### src/rtl/serial_adder.sv
// Bit-serial WIDTH-bit adder, LSB first, one bit per clock.
// Define SERIAL_ADDER_SUB_EN to add the sub port (a - b).
module serial_adder #(
  parameter int WIDTH = 8
) (
  input  logic             clk,
  input  logic             rst,
  input  logic             start,
  input  logic [WIDTH-1:0] a_in,
  input  logic [WIDTH-1:0] b_in,
`ifdef SERIAL_ADDER_SUB_EN
  input  logic             sub,
`endif
  output logic             busy,
  output logic             done,
  output logic [WIDTH-1:0] sum,
  output logic             cout,
  output logic             ovf
);

  localparam int CW = (WIDTH > 1) ? $clog2(WIDTH) : 1;
  localparam logic [CW-1:0] LAST = CW'(WIDTH - 1);

  typedef enum logic [1:0] {
    S_IDLE,
    S_SHIFT,
    S_DONE
  } state_t;

  state_t           state;
  state_t           state_n;
  logic [WIDTH-1:0] a_sh;
  logic [WIDTH-1:0] b_sh;
  logic [WIDTH-1:0] res_sh;
  logic             carry;
  logic [CW-1:0]    cnt;
  logic             sub_w;
  logic             s_bit;
  logic             c_nxt;
  logic             last;
  logic             accept;

`ifdef SERIAL_ADDER_SUB_EN
  assign sub_w = sub;
`else
  assign sub_w = 1'b0;
`endif

  assign s_bit  = a_sh[0] ^ b_sh[0] ^ carry;
  assign c_nxt  = (a_sh[0] & b_sh[0])
                | (a_sh[0] & carry)
                | (b_sh[0] & carry);
  assign last   = (cnt == LAST);
  assign accept = (state == S_IDLE) && start;

  assign busy = (state == S_SHIFT);
  assign done = (state == S_DONE);

  always_ff @(posedge clk or posedge rst) begin
    if (rst) state <= S_IDLE;
    else     state <= state_n;
  end

  always_comb begin
    state_n = state;
    unique case (state)
      S_IDLE:  if (start) state_n = S_SHIFT;
      S_SHIFT: if (last)  state_n = S_DONE;
      S_DONE:  state_n = S_IDLE;
      default: state_n = S_IDLE;
    endcase
  end

  always_ff @(posedge clk or posedge rst) begin
    if (rst) begin
      a_sh   <= '0;
      b_sh   <= '0;
      res_sh <= '0;
      carry  <= 1'b0;
      cnt    <= '0;
      sum    <= '0;
      cout   <= 1'b0;
      ovf    <= 1'b0;
    end else if (accept) begin
      a_sh  <= a_in;
      b_sh  <= sub_w ? ~b_in : b_in;
      carry <= sub_w;
      cnt   <= '0;
    end else if (state == S_SHIFT) begin
      a_sh   <= a_sh >> 1;
      b_sh   <= b_sh >> 1;
      res_sh <= {s_bit, res_sh[WIDTH-1:1]};
      carry  <= c_nxt;
      cnt    <= cnt + 1'b1;
      if (last) begin
        sum  <= {s_bit, res_sh[WIDTH-1:1]};
        cout <= c_nxt;
        // carry here is the carry into the MSB
        ovf  <= carry ^ c_nxt;
      end
    end
  end

endmodule

### config.mk
export PLATFORM = sky130hd
export DESIGN_NAME = serial_adder
export DESIGN_NICKNAME = d
export VERILOG_FILES = /design/src/rtl/serial_adder.sv
export SDC_FILE = /design/constraint.sdc
export NUM_CORES = 1
export LEC_CHECK = 0
export BUFFER_PORTS_ARGS = -buffer_cell sky130_fd_sc_hd__buf_2
export CORE_UTILIZATION = 49
export CTS_CLUSTER_SIZE = 14
export DETAILED_ROUTE_END_ITERATION = 16
export PLACE_DENSITY = 0.72
export REMOVE_ABC_BUFFERS = 1
export SLEW_MARGIN = 15
export SYNTH_ARGS = -nofsm -noshare
export SYNTH_HDL_FRONTEND = slang
export SYNTH_SLANG_ARGS = --single-unit
### constraint.sdc
create_clock -name clk -period 1.4 [get_ports clk]
set_input_delay 0.28 -clock clk [delete_from_list [all_inputs] [get_ports clk]]
set_output_delay 0.28 -clock clk [all_outputs]
set_load 0.01 [all_outputs]
==> results.ini <==
[worst_setup_path]
reg2reg_depth=5
crit_required_ps=1590
cp_num_cells=5
critPathTopFamily=flip-flops
cp_num_buf_inv=1
path_class=reg2reg
crit_path_end=sum[6]$_DFFE_PP0P_
max_stage_delay_ps=390
setup.worst_path.start_class=flip-flop
r2r_end=sum[6]$_DFFE_PP0P_
crit_chain=ha_2 > ha_2 > nand3b_1 > buf_12 > mux2_4
rr_startpoint=cnt[0]$_DFFE_PP0P_
worstSetupEndpointType=flip-flop
rrSetupSlack_ps=-20
cp.arrival_ps=1610
path_common_cell=ha_2
cp_max_fo=10
crit_path_top_delay_cell=dfrtp_1
setup.worst_path.start=cnt[0]$_DFFE_PP0P_

[sta]
fin_skew_ps=10.5
fin_hold_ws_ps=20.5
post-route-period-util_pct=101
tns_ps=-93.6
tightestPinTransition_ps=512
hold_viol=0
slew_violations=0
max_freq_mhz=704
slew-limit-headroom_pct=65.9
fin_crit_ps=1420
rsz0062_at_grt=yes
setup_viol=8
worst_slack_ps=-19.7

[routing]
viasPerCell=5.45
dr.pass1.iters=5
wl_per_cell_um=14.9
ant_nets=0
routed_wl_um=3450
drt_iter0_drc=72
via_count=1265
drc_errors=0

[global_routing]
grt-ovfl-total=0
grt_pass1_vias=1238
grt_antenna_before_repair=0
grt_pass1_wl_um=5700
grt_usage_pct=19.2
grt_start_max_net_pins=40

[logic_synthesis]
synth_cell_types=27
synth_top_area_share_pct=53.4
async_reset_ff_share_pct=100
ys.flop_type=dfrtp_1
syn_inst=138
syn_area_sq_mm=0.00183
ys_seq_area_share_pct=53.4
avgSynthCellArea_sq_um=13.2
synth_edf_count=0
synth_area_leaders=dfrtp_1 (53%), a221oi_2 (5.7%), mux2_4 (5.7%)
synth-seq-cells=39
yosysWarnings=0
yosys.area.top_type=dfrtp_1

[layout]
post_layout_nonfiller_instances=232
drive_gt1_share_pct=48.9
num_antenna_cells=0
area_growth_pct=27.0
final_nets=207

[clock_network]
clk_pin_slew_worst_paths_ps=80
cts_sinks=39
cts_buffers=5
cts_root_buffer=clkbuf_8
cts_hold_buf=0
cts_tree=yes
clkLatencyLatePin_ps=300
cts.path.max_buffers=2
htreeDepth=2

[power_and_ir_drop]
seq_power_share_pct=37.5
irDropWorstVdd_mv=1.16
p_per_area_mw_per_mm2=2270
p_int_mw=3.51
p_sw_mw=1.76
p_clk_share_pct=17.9
swShare_pct=33.4
pwr-share-comb_pct=44.7
leakagePower_nw=1.13

[floorplanning]
core_sq_mm=0.00344
dieWidth_um=63.1
die_y_um=63.1
dieArea_sq_mm=0.00398
boundaryPins=31
initial_utilization_pct=53.1
rows=21

[status]
violations=setup timing
status=finished with violations

[placement]
dpl.hpwl_um=2300
io_buffers=30
place_inst=216
gp_congestion=0.690
pre_cts_ws_ps=-90.7

[job]
drv_cap=0

[min_path]
min_path_type=in2async

==> power by group through the flow <==
stage | sequential (mW) | combinational [mW] | clock, mW
after floorplan | 2.06 | 1.35 | 0
after global placement | 1.95 | 2.01 | 0
after detailed placement | 1.99 | 2.12 | 0
after CTS | 1.97 | 2.27 | 0.964
after global routing | 2.04 | 2.59 | 1.00
final | 1.98 | 2.36 | 0.942
==> synthesized netlist by cell type (all sizes together), types with 2 or more instances <==
cell type,instances
inv,21
a222oi,6
nor2b,7
ha,2
a22o,2
a32o,2
nor4b,8
mux2,15
mux2i,3
buf,9
a221oi,8
dfrtp,39
nor2,9
==> registers in the layout (all words and copies together) (netlist names), 2 cells and up <==
signal,count
sum,8
cnt,3
res_sh,7
state,2
b_sh,8
a_sh,8
==> layer usage <==
metal  track usage, %  vias to the layer above  part of all wire, %
met5                0                        -                    0
met3             4.89                        8                  4.8
met2             32.5                       39                   51
li1                 -                      591                    -
met1             22.8                      627                   42
met4             8.72                        0                  2.0
==> layout by cell type, fill, tap and decap left out, drive strengths merged, types with 3 or more instances in the layout <==
cell type,n
inv,21
a222oi,6
nor4b,8
nor2b,7
mux2i,3
a221oi,8
nor2,9
dfrtp,39
buf,48
mux2,15
clkbuf,5
==> layout make-up <==
cell class / count / area [sq um]
fill: 268 / 1120
inverter: 21 / 83.8
sequential: 39 / 978
clock buffer: 5 / 68.8
clock inverter: 3 / 43.8
timing repair buffer: 48 / 344
tap: 46 / 57.6
multi-input combinational: 70 / 744
==> logic make-up after synthesis <==
logic type | share of synthesized area [%]
XOR/XNOR | 0.479
flip-flops | 53.4
adder cells (fa/ha/maj) | 2.46
multiplexers | 12.3
buffers and inverters | 8.56
AND/OR/NAND/NOR | 9.45
AO/OA/AOI/OAI | 13.3
==> worst register-to-register path, cell delays in order (launching register included) <==
cell      delay, ps
dfrtp_1         390
ha_2            180
ha_2            170
nand3b_1        120
buf_12          150
mux2_4          300
==> worst min path at each step <==
| stage | end | start | slack (ps) |
|---|---|---|---|
| final | res_sh[5]$_DFFE_PP0P_ | rst | 20 |
| after global routing | ovf$_DFFE_PP0P_ | rst | 40 |
| after CTS | sum[5]$_DFFE_PP0P_ | rst | 30 |
| after detailed placement | sum[4]$_DFFE_PP0P_ | rst | 350 |
| after global placement | sum[4]$_DFFE_PP0P_ | rst | 340 |
| after floorplan | a_sh[7]$_DFFE_PP0P_ | start | 440 |
==> what timing repair did <==
item,in CTS,in global routing
setup endpoints to repair,12,37
gates cloned,0,1
setup buffers,6,1
pin swaps,3,2
resized for setup,9,10
==> per-stage QoR <==
step / total power [mW] / util, % / cell area [sq um]
finish: 5.27 / 67.4 / 2320
global route: 5.63 / 67.4 / 2320
CTS: 5.20 / 65.5 / 2250
detailed placement: 4.11 / 60.1 / 2070
global placement: 3.96 / 60.1 / 2070
floorplan: 3.41 / - / 1750
(Power assumes the default switching activity.)
